[config.mk]
export PLATFORM = sky130hd
export DESIGN_NAME = regfile_wb_arbiter
export DESIGN_NICKNAME = d
export VERILOG_FILES = /design/src/rtl/regfile_wb_arbiter.sv
export SDC_FILE = /design/constraint.sdc
export NUM_CORES = 1
export LEC_CHECK = 0
export CORE_ASPECT_RATIO = 1.5
export CORE_MARGIN = 2
export CORE_UTILIZATION = 39
export CTS_CLUSTER_SIZE = 30
export DETAILED_ROUTE_END_ITERATION = 12
export PLACE_DENSITY = 0.74
export REMOVE_ABC_BUFFERS = 1
export SYNTH_ARGS = -nofsm -noshare
export SYNTH_HDL_FRONTEND = slang
export SYNTH_SLANG_ARGS = --single-unit
[constraint.sdc]
create_clock -name clk -period 1.52 [get_ports clk]
set_input_delay 0.152 -clock clk [delete_from_list [all_inputs] [get_ports clk]]
set_output_delay 0.152 -clock clk [all_outputs]
set_load 0.005 [all_outputs]
[src/rtl/regfile_wb_arbiter.sv]
// Writeback arbiter between the ALU and the load unit for a single register-file
// write port, with a pending-load scoreboard that drives the decode stall.
module regfile_wb_arbiter #(
    parameter int STARVE_MAX = 3
) (
    input  logic        clk,
    input  logic        reset,
    input  logic        alu_valid,
    output logic        alu_ready,
    input  logic [4:0]  alu_rd,
    input  logic [31:0] alu_data,
    input  logic        ld_valid,
    output logic        ld_ready,
    input  logic [4:0]  ld_rd,
    input  logic [31:0] ld_data,
    input  logic [2:0]  ld_type,
    input  logic        issue_ld,
    input  logic [4:0]  issue_rd,
    input  logic [4:0]  rs_a,
    input  logic [4:0]  rs_b,
    output logic        stall,
    output logic [2:0]  rwe,
    output logic [4:0]  Addr_D,
    output logic [31:0] Data_D
);

    localparam logic [3:0] STARVE_LIM = 4'(STARVE_MAX);

    typedef struct packed {
        logic [2:0]  rwe;
        logic [4:0]  addr;
        logic [31:0] data;
    } wb_t;

    logic [3:0]  starve_cnt_q, starve_cnt_d;
    logic [31:0] busy_q, busy_d;
    wb_t         wb_q, wb_d;

    logic        starve_hit;
    logic        alu_acc;
    logic        ld_acc;
    logic [31:0] busy_set;
    logic [31:0] busy_clr;

    // Unknown or reserved load types fall back to a full-word write.
    function automatic logic [2:0] ld_rwe(input logic [2:0] t);
        logic [2:0] r;
        r = 3'd1;
        if (t >= 3'd1 && t <= 3'd5) r = t;
        return r;
    endfunction

    // Readies go low while reset is held so nothing is consumed during reset.
    assign starve_hit = (starve_cnt_q == STARVE_LIM);
    assign alu_ready  = reset & alu_valid & (~ld_valid | starve_hit);
    assign ld_ready   = reset & ld_valid & ~(alu_valid & starve_hit);
    assign alu_acc    = alu_valid & alu_ready;
    assign ld_acc     = ld_valid & ld_ready;

    always_comb begin
        wb_d = '0;
        if (alu_acc) begin
            if (alu_rd != 5'd0) begin
                wb_d.rwe  = 3'd1;
                wb_d.addr = alu_rd;
                wb_d.data = alu_data;
            end
        end else if (ld_acc) begin
            if (ld_rd != 5'd0) begin
                wb_d.rwe  = ld_rwe(ld_type);
                wb_d.addr = ld_rd;
                wb_d.data = ld_data;
            end
        end
    end

    always_comb begin
        starve_cnt_d = starve_cnt_q;
        if (alu_acc)
            starve_cnt_d = 4'd0;
        else if (alu_valid && !alu_ready && starve_cnt_q < STARVE_LIM)
            starve_cnt_d = starve_cnt_q + 4'd1;
    end

    // Set wins over clear so a reissued load to the same register stays pending.
    always_comb begin
        busy_set = '0;
        busy_clr = '0;
        if (issue_ld) busy_set[issue_rd] = 1'b1;
        if (ld_acc)   busy_clr[ld_rd]    = 1'b1;
        busy_d    = (busy_q & ~busy_clr) | busy_set;
        busy_d[0] = 1'b0;
    end

    assign stall = ((rs_a != 5'd0) & busy_q[rs_a]) | ((rs_b != 5'd0) & busy_q[rs_b]);

    always_ff @(posedge clk or negedge reset) begin
        if (!reset) begin
            wb_q         <= '0;
            starve_cnt_q <= 4'd0;
            busy_q       <= '0;
        end else begin
            wb_q         <= wb_d;
            starve_cnt_q <= starve_cnt_d;
            busy_q       <= busy_d;
        end
    end

    assign rwe    = wb_q.rwe;
    assign Addr_D = wb_q.addr;
    assign Data_D = wb_q.data;

endmodule
==> flow_summary_export.csv, run 1 <==
group,metric,value,unit
run_status,status,"complete, but fails checks",
run_status,violations,"setup timing",
logic_synthesis,ys_warn_count,0,
timing,number_of_hold_slack_violations_in_the_final_timing_report,0,
detailed_routing,highest-signal-layer,"met4",
timing,final.setup.worst_slack,-0.643,ns
worst_setup_path,critical-path-slowest-cell,"sky130_fd_sc_hd__mux4_2",
worst_setup_path,required,1.37,ns
detailed_routing,num_vias,3447,
worst_setup_path,start_kind,"register",
final_layout,drive_above_1_share,23.3,%
floorplan,initial_utilization,40.1,%
global_routing,globalRouteTotalUtil,25.5,%
logic_synthesis,synth-edff-count,0,
clock_tree,cts-root-to-sink-buffers,2,
power_and_ir_drop,p_leak,2.58,nW
placement,placedInstanceArea,0.00531,mm²
timing,rsz0062_at_grt,"true",
final_layout,multi_input_gate_area_in_the_final_layout,0.00165,mm²
clock_tree,clock_tree_from_tritoncts,"done",
logic_synthesis,synth_seq_cells,75,
worst_setup_path,cell_by_cell_trace_of_the_critical_path,"mux4_2, o211ai_1, nand4_1, a2111o_1, buf_2",
logic_synthesis,syn-cell-area,0.00354,mm²
placement,placedCellCount,578,
global_routing,grt_first_pass_wirelength,18.5,mm
clock_tree,clock_transition_at_path_regs,0.06,ns
global_routing,grt_start_max_net_pins,76,
worst_setup_path,critical_path.endpoint_type,"output pin",
logic_synthesis,ys.flop_type,"sky130_fd_sc_hd__dfrtp_1",
logic_synthesis,synth_cell_type_count,38,
final_layout,antennaDiodeCount,0,
worst_setup_path,r2r_end,"Data_D[20]",
clock_tree,htree_levels,3,
final_layout,seq_area,0.00188,mm²
logic_synthesis,synth_area_per_cell,11.7,µm²
worst_hold_path,hold_class,"input port to asynchronous set/reset pin",
timing,period_share,142,%
worst_setup_path,worstPathArrival,2.01,ns
final_layout,syn2layout_area_growth,71.9,%
clock_tree,worst_skew_pair.late_latency,0.33,ns
final_layout,final_net_count,596,
final_layout,post-route-util,68.9,%
clock_tree,clock_net_sink_count,75,
power_and_ir_drop,power_density,1060,mW/mm²
placement,port-buffer-count,139,
worst_setup_path,worst_stage_delay_on_the_critical_path,0.46,ns
placement,place_ws,-1.04,ns
run,maxCapViolCount,0,
floorplan,rows,42,
detailed_routing,met1_length,4.27,mm
global_routing,grt_overflow_total,0,
detailed_routing,antenna_left,0,
logic_synthesis,yosysSeqAreaShare,53.0,%
timing,report.final.setup_viol,59,
timing,worst_slew_pin_slew,0.939,ns
timing,min_period,2.16,ns
worst_setup_path,r2r-start,"starve_cnt_q[2]",
placement,hpwl,8.27,mm
detailed_routing,routed_via_density,5.63,
final_layout,layout.cells.most_common_list,"sky130_fd_sc_hd__clkdlybuf4s50_1 (131), sky130_fd_sc_hd__dfrtp_1 (75), sky130_fd_sc_hd__o21ai_1 (54)",
worst_setup_path,worst-path-max-fanout,3,
final_layout,fin_area,0.00609,mm²
floorplan,die_area,0.00987,mm²
worst_setup_path,worst_setup_path_category,"register to output pin",
power_and_ir_drop,max-vdd-ir-drop,0.000840,V
detailed_routing,drtPass1Iterations,4,
timing,max_slew_margin,37.4,%
floorplan,placeableCoreArea,0.00883,mm²
detailed_routing,dr.first_iter.drc_count,325,
worst_setup_path,r2r_cells,7,
worst_setup_path,ff2ff_setup_slack,-0.15,ns
global_routing,antenna_found_initial,0,
final_layout,mostFrequentLayoutCell,"sky130_fd_sc_hd__clkdlybuf4s50_1",
timing,max_freq,462,MHz
detailed_routing,remaining_drc_errors,0,
floorplan,pin_count,140,
detailed_routing,met2WireLength,6.65,mm
global_routing,grt_pass1_vias,3666,
clock_tree,cts_buffers,9,
floorplan,die_height,121,µm
timing,finalMaxSlewViolations,0,
detailed_routing,wl_per_cell,20.3,µm
worst_setup_path,crit_buf_inv,1,
timing,clock-skew-final,0.00533,ns
logic_synthesis,netlist_instances,303,
detailed_routing,finalWirelength,12.4,mm
final_layout,fin_cells,612,
final_layout,fillerInstances,655,
detailed_routing,route.met3.wl,1.16,mm
placement,globalplace.congestion,0.794,
logic_synthesis,async_reset_ff_share,100,%
worst_setup_path,family_with_the_most_delay_on_the_worst_path,"compound AO/OA/AOI/OAI gates",
floorplan,fp.dieW,81.8,µm
clock_tree,cts_root_buffer,"sky130_fd_sc_hd__clkbuf_16",
-- Yosys cell counts (all sizes together) (4+ instances only) --
cell type	n	area share, %
o21ai	66	9.3
clkbuf	4	0.42
or3b	4	0.99
nand3b	10	2.1
nand2	11	1.2
mux2i	11	3.1
inv	4	0.42
a22o	37	9.2
mux4	10	6.6
nor2	10	1.1
buf	16	3.4
nand3	6	0.85
dfrtp	75	53
-- worst max-delay path by stage --
stage,startpoint,endpoint,cells past startpoint
2_1_floorplan,starve_cnt_q[0],rwe[0],5
3_3_place_gp,rs_a[0],stall,6
3_5_place_dp,rs_b[1],stall,6
4_1_cts,busy_q[13],stall,5
5_1_grt,busy_q[2],stall,5
6_report,busy_q[2],stall,5
-- kinds of logic after synthesis --
family	count (synthesis)	synth area share (%)
AOI/OAI and AO/OA	121	22.3
xor gates and xnor gates	2	0.495
adders and majority gates	1	0.353
buffers and inverters	24	4.24
DFF	75	53.0
muxes	21	9.68
and+or+nand+nor	59	9.93
-- metal layers --
layer | up-vias | track usage [%]
li1 | 1552 | -
met1 | 1668 | 26.9
met2 | 192 | 45.5
met3 | 35 | 8.88
met4 | 0 | 9.17
met5 | - | 0
-- power by group --
| group | switching (mW) | internal [mW] |
|---|---|---|
| combinational | 0.768 | 1.22 |
| clock | 0.774 | 1.13 |
| sequential | 0.216 | 2.33 |
| total | 1.76 | 4.68 |
-- flip-flops by register name, indices dropped and copies added, names as in the netlist --
signal,flops
starve_cnt_q,4
Addr_D,5
busy_q,31
Data_D,32
rwe,3
-- repair_timing --
action | CTS | global route
gates resized for setup | 90 | 32
hold buffers | 0 | 0
endpoints found under the hold margin | 0 | 0
setup endpoints to repair | 65 | 74
setup buffers | 9 | 3
pin swaps | 61 | 22
gates cloned | 7 | 2
-- area by class of cell --
class	count	share of cell area, %
well taps	110	2.26
inverters	4	0.247
clock inverters	3	0.247
clock buffers	12	4.05
multi-input cells	204	27.1
flip-flops and latches	75	30.8
repair buffers	204	35.3
-- through the flow --
stage | power (mW) | setup TNS (ns) | hold WS, ns
6_report | 6.44 | -4.85 | 0.0812
5_1_grt | 6.72 | -7.53 | 0.175
4_1_cts | 6.30 | -7.45 | 0.122
3_5_place_dp | 4.16 | -14.36 | 0.475
3_3_place_gp | 4.10 | -13.32 | 0.439
2_1_floorplan | 3.12 | -39.31 | -0.144
(Power assumes the default switching activity.)
==> run 2, diff against run 1 <==
GPL_ROUTABILITY_DRIVEN = 0   (was default)
==> results of run 2 <==
Same layout as run 1: the final DEF is identical, and so are final timing and power.
==> run 3, diff against run 2 <==
ABC_CLOCK_PERIOD_IN_PS = 1520   (was default)
CORE_MARGIN = 1.5   (was 2)
CORE_UTILIZATION = 35   (was 39)
PLACE_DENSITY = 0.67   (was 0.74)
==> flow_summary_export.csv, run 3 (synthesized netlist as in run 1, its figures left out) <==
group,metric,value,unit
placement,placedInstanceArea,0.00535,mm²
timing,max_freq,451,MHz
clock_tree,clock_transition_at_path_regs,0.05,ns
worst_hold_path,hold_class,"input port to register",
floorplan,die_height,126,µm
global_routing,grt_first_pass_wirelength,19.0,mm
detailed_routing,remaining_drc_errors,3,
floorplan,placeableCoreArea,0.00974,mm²
timing,rsz0062_at_grt,"true",
run_status,status,"complete, but fails checks",
final_layout,layout.cells.most_common_list,"sky130_fd_sc_hd__clkdlybuf4s50_1 (128), sky130_fd_sc_hd__dfrtp_1 (75), sky130_fd_sc_hd__buf_4 (47)",
detailed_routing,dr.first_iter.drc_count,178,
placement,hpwl,8.35,mm
worst_setup_path,family_with_the_most_delay_on_the_worst_path,"multiplexers",
worst_hold_path,holdPathEnd,"Addr_D[3]",
final_layout,syn2layout_area_growth,73.8,%
worst_setup_path,worst_setup_path_category,"register to output pin",
worst_setup_path,r2r-start,"starve_cnt_q[1]",
worst_hold_path,worst_hold_startpoint,"alu_rd[3]",
timing,clock-skew-final,0.00454,ns
final_layout,largest_register_ff_count,32,
floorplan,pin_count,140,
detailed_routing,antenna_left,0,
worst_setup_path,ff2ff_setup_slack,-0.10,ns
worst_setup_path,worst_stage_delay_on_the_critical_path,0.44,ns
clock_tree,cts_root_buffer,"sky130_fd_sc_hd__clkbuf_16",
clock_tree,cts_buffers,9,
power_and_ir_drop,power_density,1060,mW/mm²
global_routing,grt_overflow_total,0,
run_status,violations,"DRC, setup timing",
floorplan,initial_utilization,36.3,%
placement,placedCellCount,585,
final_layout,drive_above_1_share,26.8,%
power_and_ir_drop,report.power.total,6.49,mW
clock_tree,cts-root-to-sink-buffers,2,
worst_setup_path,worst-path-max-fanout,3,
clock_tree,worst_skew_pair.late_latency,0.33,ns
floorplan,fp.dieW,85.1,µm
clock_tree,htree_levels,3,
run,maxCapViolCount,0,
detailed_routing,finalWirelength,12.3,mm
global_routing,grt_pass1_vias,3761,
final_layout,post-route-util,63.2,%
timing,number_of_hold_slack_violations_in_the_final_timing_report,0,
worst_setup_path,required,1.37,ns
timing,max_slew_margin,68.1,%
timing,min_period,2.22,ns
global_routing,globalRouteTotalUtil,23.0,%
timing,final.setup.worst_slack,-0.698,ns
power_and_ir_drop,p_leak,2.61,nW
worst_setup_path,r2r_cells,6,
global_routing,grt_start_max_net_pins,39,
timing,worst_slew_pin_slew,0.478,ns
worst_setup_path,critical-path-slowest-cell,"sky130_fd_sc_hd__mux4_2",
detailed_routing,routed_via_density,5.48,
timing,report.final.setup_viol,59,
timing,period_share,146,%
final_layout,final_net_count,602,
timing,final.setup.tns,-4.02,ns
worst_setup_path,worstPathArrival,2.07,ns
final_layout,antennaDiodeCount,0,
detailed_routing,drtPass1Iterations,8,
detailed_routing,wl_per_cell,19.8,µm
floorplan,rows,44,
worst_setup_path,critical_path.endpoint_type,"output pin",
power_and_ir_drop,max-vdd-ir-drop,0.000732,V
worst_setup_path,cell_by_cell_trace_of_the_critical_path,"buf_4, mux4_2, mux2i_1, nor3b_1, a2111o_1, buf_2",
worst_setup_path,crit_buf_inv,2,
final_layout,fin_cells,622,
placement,place_ws,-1.03,ns
worst_setup_path,start_kind,"register",
clock_tree,clock_net_sink_count,75,
final_layout,mostFrequentLayoutCell,"sky130_fd_sc_hd__clkdlybuf4s50_1",
final_layout,fin_area,0.00615,mm²
placement,port-buffer-count,139,
timing,finalMaxSlewViolations,0,
floorplan,die_area,0.0107,mm²
timing,whs,0.332,ns
detailed_routing,num_vias,3407,
worst_hold_path,worst_hold_path.num_cells,3,
clock_tree,clock_tree_from_tritoncts,"done",
global_routing,antenna_found_initial,0,
worst_setup_path,r2r_end,"rwe[1]",
-- run 3: worst max-delay path by stage --
| stage | startpoint | endpoint | slack, ns | cells past startpoint |
|---|---|---|---|---|
| 6_report | busy_q[21] | stall | -0.70 | 6 |
| 5_1_grt | busy_q[21] | stall | -0.75 | 6 |
| 4_1_cts | busy_q[3] | stall | -0.76 | 5 |
| 3_5_place_dp | rs_a[1] | stall | -1.03 | 6 |
| 3_3_place_gp | rs_b[1] | stall | -1.01 | 6 |
| 2_1_floorplan | starve_cnt_q[0] | rwe[0] | -0.85 | 5 |
-- run 3: report_power, final --
| part | switching, mW | internal (mW) |
|---|---|---|
| registers | 0.235 | 2.33 |
| clock network | 0.760 | 1.17 |
| logic | 0.780 | 1.22 |
-- run 3: what timing repair did --
item | CTS | global route
setup endpoints to repair | 69 | 69
pin swaps | 37 | 30
gates cloned | 4 | 4
buffers inserted | 12 | 4
resized for setup | 81 | 60
hold buffers | 1 | 0
endpoints found under the hold margin | 75 | 0
-- run 3: worst reg2reg max path: stages (launching register included) --
cell and delay, ns:
sky130_fd_sc_hd__dfrtp_1 0.41, sky130_fd_sc_hd__ha_4 0.19, sky130_fd_sc_hd__a31oi_4 0.20, sky130_fd_sc_hd__buf_6 0.17, sky130_fd_sc_hd__o21a_4 0.25, sky130_fd_sc_hd__clkbuf_16 0.19
sky130_fd_sc_hd__and3b_1 0.16
-- run 3: cell type report --
type	instances	area, µm²
fillers	774	3590
repair buffers	210	2140
flip-flops and latches	75	1880
multi-input cells	204	1710
clock buffers	11	253
well taps	115	144
clock inverters	3	15.0
inverters	4	15.0
-- run 3: per-layer routing --
metal | share of wire (%) | global-route usage, %
met1 | 34 | 24.0
met4 | 4.0 | 8.49
met5 | 0 | 0
met2 | 54 | 41.9
met3 | 8.6 | 8.13
